[src/rtl/game_countdown_if.sv]
// Control/status bundle between the game controller and the round countdown.
// master = controller side (drives tick/start/pause), slave = countdown block.
interface game_countdown_if;
   logic       tick_1hz;
   logic       start;
   logic       pause;
   logic [3:0] secs_tens;
   logic [3:0] secs_ones;
   logic       running;
   logic       warning;
   logic       game_over;
   logic       time_up;

   modport master (
      output tick_1hz, start, pause,
      input  secs_tens, secs_ones, running, warning, game_over, time_up
   );

   modport slave (
      input  tick_1hz, start, pause,
      output secs_tens, secs_ones, running, warning, game_over, time_up
   );
endinterface

[src/rtl/game_countdown.sv]
// Whack-a-mole round countdown: BCD seconds driven by the 1 Hz tick, with
// start/restart, pause, last-seconds warning and round-end signalling.
module game_countdown #(
   parameter int unsigned GAME_SECONDS = 60,
   parameter int unsigned WARN_SECONDS = 10
) (
   input logic             clk_in,
   input logic             rst_n,
   game_countdown_if.slave bus
);

   localparam logic [3:0] InitTens  = 4'(GAME_SECONDS / 10);
   localparam logic [3:0] InitOnes  = 4'(GAME_SECONDS % 10);
   localparam logic [6:0] WarnLimit = 7'(WARN_SECONDS);
   localparam logic       WarnOn    = (WARN_SECONDS != 0);

   typedef enum logic [1:0] {StIdle, StRunning, StPaused, StDone} state_e;

   state_e     state_q, state_d;
   logic [3:0] tens_q, tens_d;
   logic [3:0] ones_q, ones_d;
   logic       running_q, warning_q, game_over_q, time_up_q;
   logic [6:0] remain_d;
   logic       warn_d;

   // Next state and digits. Priority in RUNNING is start > pause > tick.
   always_comb begin
      state_d = state_q;
      tens_d  = tens_q;
      ones_d  = ones_q;
      unique case (state_q)
         StIdle: begin
            if (bus.start) begin
               state_d = StRunning;
               tens_d  = InitTens;
               ones_d  = InitOnes;
            end
         end
         StRunning: begin
            if (bus.start) begin
               tens_d = InitTens;
               ones_d = InitOnes;
            end else if (bus.pause) begin
               state_d = StPaused;
            end else if (bus.tick_1hz) begin
               // 01 (or a stray 00) ends the round; digits never wrap below 00.
               if (tens_q == 4'd0 && ones_q <= 4'd1) begin
                  tens_d  = 4'd0;
                  ones_d  = 4'd0;
                  state_d = StDone;
               end else if (ones_q != 4'd0) begin
                  ones_d = ones_q - 4'd1;
               end else begin
                  ones_d = 4'd9;
                  tens_d = tens_q - 4'd1;
               end
            end
         end
         StPaused: begin
            if (bus.start) begin
               state_d = StRunning;
               tens_d  = InitTens;
               ones_d  = InitOnes;
            end else if (!bus.pause) begin
               state_d = StRunning;
            end
         end
         StDone: begin
            if (bus.start) begin
               state_d = StRunning;
               tens_d  = InitTens;
               ones_d  = InitOnes;
            end
         end
         default: state_d = StIdle;
      endcase
   end

   // Warning tracks the next digits so it moves on the same edge as the display.
   always_comb begin
      remain_d = 7'(tens_d) * 7'd10 + 7'(ones_d);
      warn_d   = WarnOn && (state_d == StRunning || state_d == StPaused) &&
                 (remain_d != 7'd0) && (remain_d <= WarnLimit);
   end

   always_ff @(posedge clk_in or negedge rst_n) begin
      if (!rst_n) begin
         state_q     <= StIdle;
         tens_q      <= InitTens;
         ones_q      <= InitOnes;
         running_q   <= 1'b0;
         warning_q   <= 1'b0;
         game_over_q <= 1'b0;
         time_up_q   <= 1'b0;
      end else begin
         state_q     <= state_d;
         tens_q      <= tens_d;
         ones_q      <= ones_d;
         running_q   <= (state_d == StRunning);
         warning_q   <= warn_d;
         game_over_q <= (state_d == StDone);
         time_up_q   <= (state_q != StDone) && (state_d == StDone);
      end
   end

   assign bus.secs_tens = tens_q;
   assign bus.secs_ones = ones_q;
   assign bus.running   = running_q;
   assign bus.warning   = warning_q;
   assign bus.game_over = game_over_q;
   assign bus.time_up   = time_up_q;

endmodule

[src/flat_wrapper.sv]
// flat-port wrapper written by rule: the top's interface ports become plain ports
module game_countdown_flat 
#(
   parameter int unsigned GAME_SECONDS = 60,
   parameter int unsigned WARN_SECONDS = 10
)
  (clk_in, rst_n, bus_tick_1hz, bus_start, bus_pause, bus_secs_tens, bus_secs_ones, bus_running, bus_warning, bus_game_over, bus_time_up);
  game_countdown_if bus_i ();
  input logic clk_in;
  input logic rst_n;
  input wire logic [$bits(bus_i.tick_1hz)-1:0] bus_tick_1hz;
  input wire logic [$bits(bus_i.start)-1:0] bus_start;
  input wire logic [$bits(bus_i.pause)-1:0] bus_pause;
  output wire logic [$bits(bus_i.secs_tens)-1:0] bus_secs_tens;
  output wire logic [$bits(bus_i.secs_ones)-1:0] bus_secs_ones;
  output wire logic [$bits(bus_i.running)-1:0] bus_running;
  output wire logic [$bits(bus_i.warning)-1:0] bus_warning;
  output wire logic [$bits(bus_i.game_over)-1:0] bus_game_over;
  output wire logic [$bits(bus_i.time_up)-1:0] bus_time_up;
  assign bus_i.tick_1hz = bus_tick_1hz;
  assign bus_i.start = bus_start;
  assign bus_i.pause = bus_pause;
  assign bus_secs_tens = bus_i.secs_tens;
  assign bus_secs_ones = bus_i.secs_ones;
  assign bus_running = bus_i.running;
  assign bus_warning = bus_i.warning;
  assign bus_game_over = bus_i.game_over;
  assign bus_time_up = bus_i.time_up;
  game_countdown #(.GAME_SECONDS(GAME_SECONDS), .WARN_SECONDS(WARN_SECONDS)) u_core (.clk_in(clk_in), .rst_n(rst_n), .bus(bus_i));
endmodule
[config.mk]
export PLATFORM = sky130hd
export DESIGN_NAME = game_countdown_flat
export DESIGN_NICKNAME = d
export VERILOG_FILES = /design/src/rtl/game_countdown_if.sv /design/src/rtl/game_countdown.sv /design/src/flat_wrapper.sv
export SDC_FILE = /design/constraint.sdc
export NUM_CORES = 1
export LEC_CHECK = 0
export ABC_CLOCK_PERIOD_IN_PS = 6400
export CAP_MARGIN = 30
export CELL_PAD_IN_SITES_DETAIL_PLACEMENT = 0
export CELL_PAD_IN_SITES_GLOBAL_PLACEMENT = 1
export CORE_UTILIZATION = 44
export CTS_BUF_LIST = sky130_fd_sc_hd__clkbuf_4
export CTS_CLUSTER_DIAMETER = 60
export DETAILED_ROUTE_END_ITERATION = 6
export PLACE_DENSITY_LB_ADDON = 0.2
export SYNTH_ARGS = -nofsm -noshare
export SYNTH_HDL_FRONTEND = slang
export SYNTH_SLANG_ARGS = --single-unit
[constraint.sdc]
create_clock -name clk_in -period 6.4 [get_ports clk_in]
set_input_delay 0.96 -clock clk_in [delete_from_list [all_inputs] [get_ports clk_in]]
set_output_delay 0.96 -clock clk_in [all_outputs]
set_load 0.02 [all_outputs]
==> metrics.md, run 1 <==
| Metric | Value |
|---|---|
| Number of instances in the synthesized netlist | 113 |
| Part of the total power dissipated in sequential elements | 35.2% |
| Cell chosen for the clock root | sky130_fd_sc_hd__clkbuf_4 |
| Area of the multi-input gates | 637 um2 |
| Layout cells sized above 1 | 7.52% |
| Required time at the endpoint of the critical path | 6570 ps |
| Static leakage | 0.580 nW |
| Residual overflow from global routing | 0 |
| Area added between synthesis and finish | 21.5% |
| Post-synthesis instance area | 1030 um2 |
| CP startpoint kind | primary input |
| GRT Overall Usage | 20.8% |
| Port Buf Inserts | 16 |
| Worst hold margin | 657 ps |
| Number of iterations in the first detailed-routing pass | 7 |
| Via density per instance | 5.50 |
| Fmax achieved | 219 MHz |
| Antenna Violating Nets Remaining | 0 |
| Actual slew at the worst max-slew pin | 645 ps |
| Placed insts | 157 |
| Initial antenna violation count | 0 |
| Final weighted congestion of routability-driven global placement | 0.798 |
| Status | complete, no violations |
| Path type of the worst setup path | primary input to flop |
| Fraction of post-synthesis cell area in the top cell type by area | 29.1% |
| Net switching power figure | 0.145 mW |
| Clock buffer count from CTS | 3 |
| Number of buffers inserted to repair setup after CTS | 0 |
| Final setup violation count | 0 |
| Cell area power density | 280 nW/um2 |
| Number of levels in the clock H-tree | 1 |
| Total number of vias | 885 |
| Core Area | 2210 um2 |
| Worst vdd rail ir drop | 0.000186 V |
| Maximum number of pins on one net before global-route repair | 15 |
| Via count of the first global-routing pass | 830 |
| I/O Pins | 17 |
| Detailed Route Iter0 Violations | 28 |
| Number of max-slew violations in the final report | 0 |
| DRC errors left | 0 |
| Tcrit/Tclk final | 71.4% |
| Ant diodes | 0 |
| Kind of end point of the critical path | flop |
| Vertical die dimension | 50.4 um |
| Initial standard-cell utilization of the core | 46.6% |
| Wire length of the first global-routing pass | 3800 um |
| Cell row count | 17 |
| Final period demand of the worst path | 4570 ps |
| Cell Int Power | 0.205 mW |
| Sequential cell area | 353 um2 |
| Final hold viol count | 0 |
| Die width | 50.4 um |
| Count of hold buffers inserted by post-cts repair | 0 |
| Post-synth net total | 132 |
| Die Area | 2540 um2 |
| Worst endpoint data arrival time | 4750 ps |
| Worst max-slew margin expressed relative to the limit | 56.9% |
| Routed wire length per instance | 14.5 um |
| Clk sink count | 14 |
| Top post-synthesis cells by area | sky130_fd_sc_hd__dfrtp_1 29%, sky130_fd_sc_hd__ha_1 15%, sky130_fd_sc_hd__a21oi_1 6.3% |
| Buffer levels on the longest clock path | 2 |
| Reg clk slew, reported paths | 80 ps |
| TritonCTS clock tree | yes |
| Post-synthesis cell type with the largest combined area | sky130_fd_sc_hd__dfrtp_1 |
| Unique cell type count in the Yosys netlist | 32 |
| Net count reported at finish | 153 |
| Clk_lat worst skew | 270 ps |
| Max Fanout on Critical Path | 6 |
| CTS-repair resized insts | 0 |
| Hold Crit Class | flop to flop |
| Final design utilization | 56.6% |
| Setup repair after global routing missed its margin | false |
| Power share of the clock group | 14.3% |
| Sw Share | 41.4% |
| Total wirelength of the detailed-routed design | 2330 um |
| MaxCap Viol Count | 0 |
| Post-synthesis area per instance | 9.12 um2 |
| Fraction of power consumed by combinational cells | 50.5% |
| YS warnings | 0 |
| Tot Pwr | 0.350 mW |
| HPWL reported at the end of detailed placement | 1800 um |
| Number of storage elements in the synthesis netlist | 14 |
| Non-filler instance count after layout | 161 |
| Setup TNS | 0 ps |
| Post-route clock skew | 1.55 ps |
| Final-layout fill cell count | 214 |
| Sequential share of the synthesized area | 34.2% |
[flip-flops by register name, indices dropped and copies added (netlist names)]
name,cells
u_core.bus.time_up,1
u_core.bus.warning,1
u_core.bus.game_over,1
u_core.bus.secs_tens,4
u_core.bus.running,1
u_core.state_q,2
u_core.bus.secs_ones,4
[placed cells by master (no fill, tap or decap), types with 3 or more instances in the layout]
cell	n
sky130_fd_sc_hd__a21oi_1	13
sky130_fd_sc_hd__clkbuf_4	3
sky130_fd_sc_hd__clkdlybuf4s50_1	16
sky130_fd_sc_hd__dfrtp_1	12
sky130_fd_sc_hd__ha_1	12
sky130_fd_sc_hd__inv_1	11
sky130_fd_sc_hd__nand2_1	8
sky130_fd_sc_hd__nand3_1	3
sky130_fd_sc_hd__nor2_1	13
sky130_fd_sc_hd__o21ai_0	9
[worst max-delay path: stages]
cell and delay, ps:
sky130_fd_sc_hd__clkdlybuf4s50_1 530, sky130_fd_sc_hd__nand3_1 180, sky130_fd_sc_hd__or3_1 410, sky130_fd_sc_hd__nor4b_1 370, sky130_fd_sc_hd__a21oi_1 130, sky130_fd_sc_hd__o21ai_0 460
sky130_fd_sc_hd__ha_1 340, sky130_fd_sc_hd__ha_1 350, sky130_fd_sc_hd__xor2_1 260, sky130_fd_sc_hd__nand3_1 150, sky130_fd_sc_hd__o21ai_0 170, sky130_fd_sc_hd__a2bb2oi_1 160
sky130_fd_sc_hd__o21ai_0 100, sky130_fd_sc_hd__and3_1 190
[power by group through the flow]
stage | Clock, mW | Combinational (mW) | Sequential, mW
finish | 0.0502 | 0.177 | 0.123
global route | 0.0564 | 0.201 | 0.126
CTS | 0.0526 | 0.178 | 0.123
detailed placement | 0 | 0.175 | 0.125
global placement | 0 | 0.167 | 0.124
floorplan | 0 | 0.104 | 0.136
[stage by stage]
stage / setup WS [ps] / instance area [um2]
after global routing: 1510 / 1250
after detailed placement: 1530 / 1230
after CTS: 1820 / 1250
after global placement: 1620 / 1230
after floorplan: 2500 / 1030
final: 1830 / 1250
[layout make-up]
cell class              instances  area share [%]
multi-input cells              88            50.8
flip-flops and latches         14            28.2
repair buffers                 16            12.8
clock inverters                 1           0.300
inverters                      11            3.30
clock buffers                   3            1.80
well taps                      28            2.80
[per-layer routing]
| layer | GRT usage (%) | wire length, um | vias to the layer above |
|---|---|---|---|
| li1 | - | - | 440 |
| met1 | 26.8 | 1120 | 420 |
| met2 | 35.6 | 1110 | 21 |
| met3 | 1.82 | 63 | 4 |
| met4 | 8.33 | 34 | 0 |
| met5 | 0 | 0 | - |
[final timing paths]
path                                   start                      end  slack (ps)  depth (start not counted)
setup / recovery                bus_tick_1hz       u_core.bus.warning        1830                         14
hold reg to reg            u_core.state_q[0]       u_core.bus.time_up         660                          2
max in group asynchronous              rst_n  u_core.bus.secs_tens[3]        4910                          1
hold / removal             u_core.state_q[0]       u_core.bus.time_up         660                          2
setup reg to reg           u_core.state_q[1]       u_core.bus.warning        2220                         15
min in group asynchronous              rst_n  u_core.bus.secs_ones[0]        1080                          1
[cell usage after synthesis, drive strengths merged]
library cell,n
and3,2
a21o,2
dfstp,2
dfrtp,12
or4,1
nor4b,2
xnor2,2
or2,1
o21ai,10
nor2b,1
o21bai,1
fa,2
a21oi,13
o21a,1
xor2,2
or3,1
nor3b,2
nand2,8
a2bb2oi,1
or3b,1
mux2i,2
nor2,13
inv,11
nor4,2
a32o,1
nand3,3
ha,12
a31oi,1
a221o,1
[kinds of logic (layout without fill, tap and decap cells)]
| logic type | count (synthesis) | after routing | synth area share [%] |
|---|---|---|---|
| DFF | 14 | 14 | 34.2 |
| xor gates and xnor gates | 4 | 4 | 3.40 |
| buffers and inverters | 11 | 31 | 4.00 |
| AOI/OAI and AO/OA | 31 | 31 | 17.6 |
| and+or+nand+nor | 37 | 37 | 20.4 |
| muxes | 2 | 2 | 1.94 |
| adders and majority gates | 14 | 14 | 18.4 |
(Power assumes the default switching activity.)
==> run 2, diff against run 1 <==
ABC_CLOCK_PERIOD_IN_PS = 3850   (was 6400)
CORE_UTILIZATION = 37   (was 44)
clock period = 3.85 ns   (was 6.4 ns; I/O delays follow)
==> metrics.md, run 2 (same netlist as run 1, synthesis figures left out) <==
| Metric | Value |
|---|---|
| Final weighted congestion of routability-driven global placement | 0.803 (+0.63%) |
| Worst endpoint data arrival time | 3750 ps (-1000 ps) |
| Maximum number of pins on one net before global-route repair | 15 (unchanged) |
| Buffer levels on the longest clock path | 2 (unchanged) |
| Final-layout fill cell count | 234 (+9.3%) |
| Worst max-slew margin expressed relative to the limit | 59.7% (+2.9 points) |
| Die width | 54.8 um (+8.7%) |
| Clk sink count | 14 (unchanged) |
| Vertical die dimension | 54.8 um (+8.7%) |
| Setup repair after global routing missed its margin | false |
| Kind of end point of the critical path | flop |
| MaxCap Viol Count | 0 (unchanged) |
| Reg clk slew, reported paths | 90 ps (about the same) |
| Post-route clock skew | 12.2 ps (+10.6 ps) |
| CTS-repair resized insts | 0 (unchanged) |
| Number of cells traversed by the worst hold path | 1 (-1) |
| Initial standard-cell utilization of the core | 40.5% (-6.1 points) |
| Setup TNS | 0 ps (unchanged) |
| Static leakage | 0.639 nW (+10%) |
| Final hold viol count | 0 (unchanged) |
| Hold Crit Class | flop to flop |
| Largest stage delay on the critical path | 420 ps (-110 ps) |
| Net count reported at finish | 165 (+7.8%) |
| Required time at the endpoint of the critical path | 4030 ps (-2540 ps) |
| Leading cell type in the layout, fill and taps excluded | sky130_fd_sc_hd__clkdlybuf4s50_1 |
| Cell Int Power | 0.368 mW (+79%) |
| Clock buffer count from CTS | 3 (unchanged) |
| Cell chosen for the clock root | sky130_fd_sc_hd__clkbuf_4 |
| Area added between synthesis and finish | 31.9% |
| Status | complete, no violations |
| Total wirelength of the detailed-routed design | 2360 um (+1.2%) |
| Post-Layout Inst Area | 1360 um2 (+8.6%) |
| Actual slew at the worst max-slew pin | 602 ps (-42.6 ps) |
| Cell row count | 18 (+1) |
| HPWL reported at the end of detailed placement | 1890 um (+5.4%) |
| Part of the total power dissipated in sequential elements | 33.8% (-1.4 points) |
| Number of iterations in the first detailed-routing pass | 4 (-3) |
| Clk_lat worst skew | 280 ps (about the same) |
| Count of hold buffers inserted by post-cts repair | 0 (unchanged) |
| Power share of the clock group | 15.4% (+1.1 points) |
| Sw Share | 39.7% (-1.7 points) |
| Slowest CP cell | sky130_fd_sc_hd__clkdlybuf4s50_1 |
| Path type of the worst setup path | primary input to flop |
| Antenna Violating Nets Remaining | 0 (unchanged) |
| Fmax achieved | 280 MHz |
| TritonCTS clock tree | yes |
| Tcrit/Tclk final | 92.7% |
| I/O Pins | 17 (unchanged) |
| CP startpoint kind | primary input |
| Area of placed instances | 1320 um2 (+7.6%) |
| Most frequent cells in the layout | 16 x sky130_fd_sc_hd__clkdlybuf4s50_1, 13 x sky130_fd_sc_hd__a21oi_1, 13 x sky130_fd_sc_hd__nor2_1 |
| Residual overflow from global routing | 0 (unchanged) |
| Port Buf Inserts | 16 (unchanged) |
| Sequential cell area | 353 um2 (unchanged) |
| Max Fanout on Critical Path | 3 (-3) |
| Fraction of power consumed by combinational cells | 50.7% (+0.2 points) |
| Total number of vias | 899 (+1.6%) |
| DRC errors left | 0 (unchanged) |
| Wire length of the first global-routing pass | 3970 um (+4.6%) |
| Number of buffers inserted to repair setup after CTS | 0 (unchanged) |
| Cells traversed along the worst timing path | clkdlybuf4s50_1 > inv_1 > nand3_1 > or3_1 > nor4b_2 > a21oi_1 > o21ai_1 > ha_1 > ha_1 > xor2_1 > nand3_1 > o21ai_0 > a2bb2oi_1 > o21ai_0 > and3_1 |
| Cell area power density | 449 nW/um2 (+60%) |
| Number of levels in the clock H-tree | 1 (unchanged) |
| Number of cells on the worst reg-to-reg path | 15 (unchanged) |
| Final period demand of the worst path | 3570 ps |
| Tot Pwr | 0.610 mW (+74%) |
| Initial antenna violation count | 0 (unchanged) |
| Core Area | 2540 um2 (+15%) |
| Net switching power figure | 0.242 mW (+67%) |
| Ant diodes | 0 (unchanged) |
| Detailed Route Iter0 Violations | 14 (-50%) |
| Worst vdd rail ir drop | 0.000370 V (+99%) |
| GRT Overall Usage | 19.5% (-1.3 points) |
| Via count of the first global-routing pass | 905 (+9.0%) |
| Routed wire length per instance | 13.5 um (-6.9%) |
| Layout cells sized above 1 | 18.6% (+11 points) |
| Final design utilization | 53.4% (-3.2 points) |
| Number of max-slew violations in the final report | 0 (unchanged) |
| Area of the multi-input gates | 648 um2 (+1.8%) |
| Final setup violation count | 0 (unchanged) |
| Die Area | 3000 um2 (+18%) |
| Via density per instance | 5.14 (-6.5%) |
[run 2: through the flow]
step                worst slack, ps  cells  hold WS [ps]
global placement              -24.5    171           630
global route                   21.3    175           716
floorplan                       243    113           282
finish                          280    175           662
detailed placement             -153    171           633
CTS                             123    175           654
[run 2: layout make-up]
| class | count | share of cell area (%) |
|---|---|---|
| well taps | 30 | 2.76 |
| clock buffers | 4 | 2.21 |
| multi-input cells | 88 | 47.7 |
| inverters | 11 | 3.04 |
| repair buffers | 28 | 18.4 |
| flip-flops and latches | 14 | 25.9 |
[run 2: final timing paths]
kind	from	to	slack, ps
hold / removal	u_core.state_q[1]	u_core.state_q[1]	660
min in group asynchronous	rst_n	u_core.state_q[0]	670
setup / recovery	bus_pause	u_core.bus.warning	280
max in group asynchronous	rst_n	u_core.bus.secs_ones[1]	2780
setup reg to reg	u_core.bus.secs_tens[0]	u_core.bus.warning	290
hold reg to reg	u_core.state_q[1]	u_core.state_q[1]	660
[run 2: metal layers]
layer	GRT usage, %	part of all wire, %	vias up
met5	0	0	-
met1	27.2	52	419
met4	10.3	1.7	0
li1	-	-	463
met3	1.67	2.2	4
met2	29.3	44	13
[run 2: power by group through the flow]
| stage | Clock [mW] | Combinational (mW) | Sequential (mW) |
|---|---|---|---|
| after global placement | 0 | 0.300 | 0.206 |
| after detailed placement | 0 | 0.306 | 0.208 |
| final | 0.0942 | 0.309 | 0.206 |
| after global routing | 0.106 | 0.352 | 0.210 |
| after CTS | 0.0971 | 0.309 | 0.205 |
| after floorplan | 0 | 0.172 | 0.226 |
[run 2: worst max-delay path: cells and delay by family]
family,cells,cell delay (ps)
AOI/OAI and AO/OA,5,790
xor gates and xnor gates,1,240
adders and majority gates,2,590
buffers and inverters,2,500
and+or+nand+nor,5,1040
==> run 3, diff against run 2 <==
ABC_CLOCK_PERIOD_IN_PS = 3100   (was 3850)
CORE_UTILIZATION = 44   (was 37)
DONT_BUFFER_PORTS = 1   (was not set)
TNS_END_PERCENT = 20   (was not set)
clock period = 3.1 ns   (was 3.85 ns; I/O delays follow)
==> metrics.md, run 3 (same netlist as run 1, synthesis figures left out) <==
| Metric | Value |
|---|---|
| Status | finished with violations |
| Violated checks | DRC, setup timing |
| Net count reported at finish | 176 (+6.7%) |
| Hold Crit Class | primary input to flop |
| Tot Pwr | 0.815 mW (+34%) |
| Slowest CP cell | sky130_fd_sc_hd__fa_1 |
| Kind of end point of the critical path | flop |
| Clk_lat worst skew | 270 ps (about the same) |
| Cell row count | 17 (-1) |
| Most frequent cell on the critical path | sky130_fd_sc_hd__ha_4 |
| Vertical die dimension | 50.4 um (-8.0%) |
| Post-route clock skew | 0.509 ps (-11.7 ps) |
| Final period demand of the worst path | 3420 ps |
| Ant diodes | 0 (unchanged) |
| Number of levels in the clock H-tree | 1 (unchanged) |
| Initial standard-cell utilization of the core | 46.6% (+6.1 points) |
| Antenna Violating Nets Remaining | 0 (unchanged) |
| Most frequent cells in the layout | 37 x sky130_fd_sc_hd__buf_4, 13 x sky130_fd_sc_hd__a21oi_1, 11 x sky130_fd_sc_hd__dfrtp_1 |
| Wire length of the first global-routing pass | 4700 um (+18%) |
| Max Fanout on Critical Path | 3 (unchanged) |
| Die Area | 2540 um2 (-15%) |
| Required time at the endpoint of the critical path | 3320 ps (-710 ps) |
| TritonCTS clock tree | yes |
| Worst vdd rail ir drop | 0.000351 V (-5.0%) |
| GRT Overall Usage | 24.9% (+5.5 points) |
| Tcrit/Tclk final | 110% |
| Worst hold margin | 243 ps (-419 ps) |
| Final setup violation count | 1 (+1) |
| I/O Pins | 17 (unchanged) |
| Setup TNS | -322 ps (-322 ps) |
| Actual slew at the worst max-slew pin | 622 ps (+19.7 ps) |
| Layout cells sized above 1 | 41.7% (+23 points) |
| Global routing usage on met2 | 42.0% (+13 points) |
| Residual overflow from global routing | 0 (unchanged) |
| Total wirelength of the detailed-routed design | 2750 um (+17%) |
| Clock buffer count from CTS | 3 (unchanged) |
| Cell area power density | 544 nW/um2 (+21%) |
| Area of the multi-input gates | 746 um2 (+15%) |
| Met3 layer usage reported by global route | 5.45% (+3.8 points) |
| Most crowded layer after global routing | met2 |
| Final weighted congestion of routability-driven global placement | 0.870 (+8.4%) |
| Die width | 50.4 um (-8.0%) |
| CP startpoint kind | flop |
| Leading cell type in the layout, fill and taps excluded | sky130_fd_sc_hd__buf_4 |
| Area added between synthesis and finish | 45.5% |
| Post-Layout Inst Area | 1500 um2 (+10%) |
| MaxCap Viol Count | 0 (unchanged) |
| Met1 track demand over resource | 30.2% (+3.0 points) |
| Number of max-slew violations in the final report | 0 (unchanged) |
| Clk sink count | 14 (unchanged) |
| Core Area | 2210 um2 (-13%) |
| Maximum number of pins on one net before global-route repair | 13 (-2) |
| Largest stage delay on the critical path | 520 ps (+100 ps) |
| Detailed Route Iter0 Violations | 11 (-3) |
| Cells traversed along the worst timing path | inv_2 > ha_4 > or3b_4 > nor4_4 > buf_4 > nor2_2 > a32o_2 > ha_4 > ha_4 > fa_1 > nand2_1 > nor2_2 > xor2_1 > xnor2_1 > and3_1 |
| Reg clk slew, reported paths | 90 ps (about the same) |
| Path type of the worst setup path | flop to flop |
| Buffer levels on the longest clock path | 2 (unchanged) |
| Sequential cell area | 354 um2 (+0.35%) |
| DRC errors left | 2 (+2) |
| Worst max-slew margin expressed relative to the limit | 58.4% (-1.3 points) |
| Fmax achieved | 292 MHz |
| Initial antenna violation count | 0 (unchanged) |
| Worst endpoint data arrival time | 3640 ps (-110 ps) |
| Total number of vias | 963 (+7.1%) |
| Port Buf Inserts | 0 (-16) |
| HPWL reported at the end of detailed placement | 2110 um (+11%) |
| Routed wire length per instance | 15.0 um (+11%) |
| Setup repair after global routing missed its margin | true |
| Via density per instance | 5.23 (+1.9%) |
| Via count of the first global-routing pass | 1062 (+17%) |
| Final hold viol count | 0 (unchanged) |
| Area of placed instances | 1340 um2 (+1.2%) |
| Static leakage | 0.730 nW (+14%) |
| Number of iterations in the first detailed-routing pass | 6 (+2) |
| Final-layout fill cell count | 182 (-22%) |
| Cell chosen for the clock root | sky130_fd_sc_hd__clkbuf_4 |
| Worst setup slack after layout | -322 ps (-602 ps) |
## run 3: cell count changes in the layout (fill, tap and decap cells not counted), sizes merged
cell / change
buf: +25
clkdlybuf4s50: -16
dlygate4sd3: +2
clkbuf: -1
clkinv: +1
## run 3: report_power, final
part	total, mW	switching (mW)	internal, mW
logic	0.452	0.239	0.214
registers	0.256	0.0355	0.221
clock network	0.107	0.0600	0.0466
## run 3: area by class of cell
| class | instances | share of cell area, % |
|---|---|---|
| multi-input combinational | 88 | 49.7 |
| sequential | 14 | 23.6 |
| timing repair buffer | 39 | 19.8 |
| inverter | 11 | 2.75 |
| tap | 28 | 2.34 |
| clock buffer | 3 | 1.50 |
| clock inverter | 1 | 0.250 |
## run 3: critical path, delay by kind of cell, from the launching register on
kind	cells	cell delay (ps)
compound gates	1	260
xor+xnor	2	340
buf+inv	2	250
simple gates	6	1050
flops	1	410
fa+ha+maj	4	1050
## run 3: repair_timing
action                                  CTS  global route
buffers inserted                          2             0
hold buffers                              1             1
endpoints found under the setup margin    1             1
pin swaps                                 9             2
gates resized for setup                  11             9
cloned                                    0             0
endpoints found under the hold margin    12             2
## run 3: worst paths after layout
| kind | startpoint | endpoint | slack [ps] | cells after the start |
|---|---|---|---|---|
| max in group asynchronous | rst_n | u_core.bus.secs_tens[0] | 2030 | 1 |
| min in group asynchronous | rst_n | u_core.bus.secs_tens[1] | 640 | 1 |
| max reg2reg | u_core.bus.secs_tens[0] | u_core.bus.warning | -320 | 15 |
| min reg2reg | u_core.bus.secs_ones[1] | u_core.bus.secs_ones[1] | 620 | 2 |
| max | u_core.bus.secs_tens[0] | u_core.bus.warning | -320 | 15 |
| min | bus_start | u_core.bus.secs_ones[0] | 240 | 1 |
## run 3: routing by layer
metal  share of wire, %  vias to the layer above
met5                  0                        -
met4                  0                        0
met3                2.3                        0
met2                 53                       14
met1                 45                      470
li1                   -                      479
## run 3: metrics by stage
step / instances / setup slack (ps) / utilization [%]
2_1_floorplan: 113 / -411 / -
3_3_place_gp: 176 / -479 / 60.4
3_5_place_dp: 176 / -520 / 60.4
4_1_cts: 183 / -338 / 65.2
5_1_grt: 184 / -498 / 67.8
6_report: 184 / -322 / 67.8
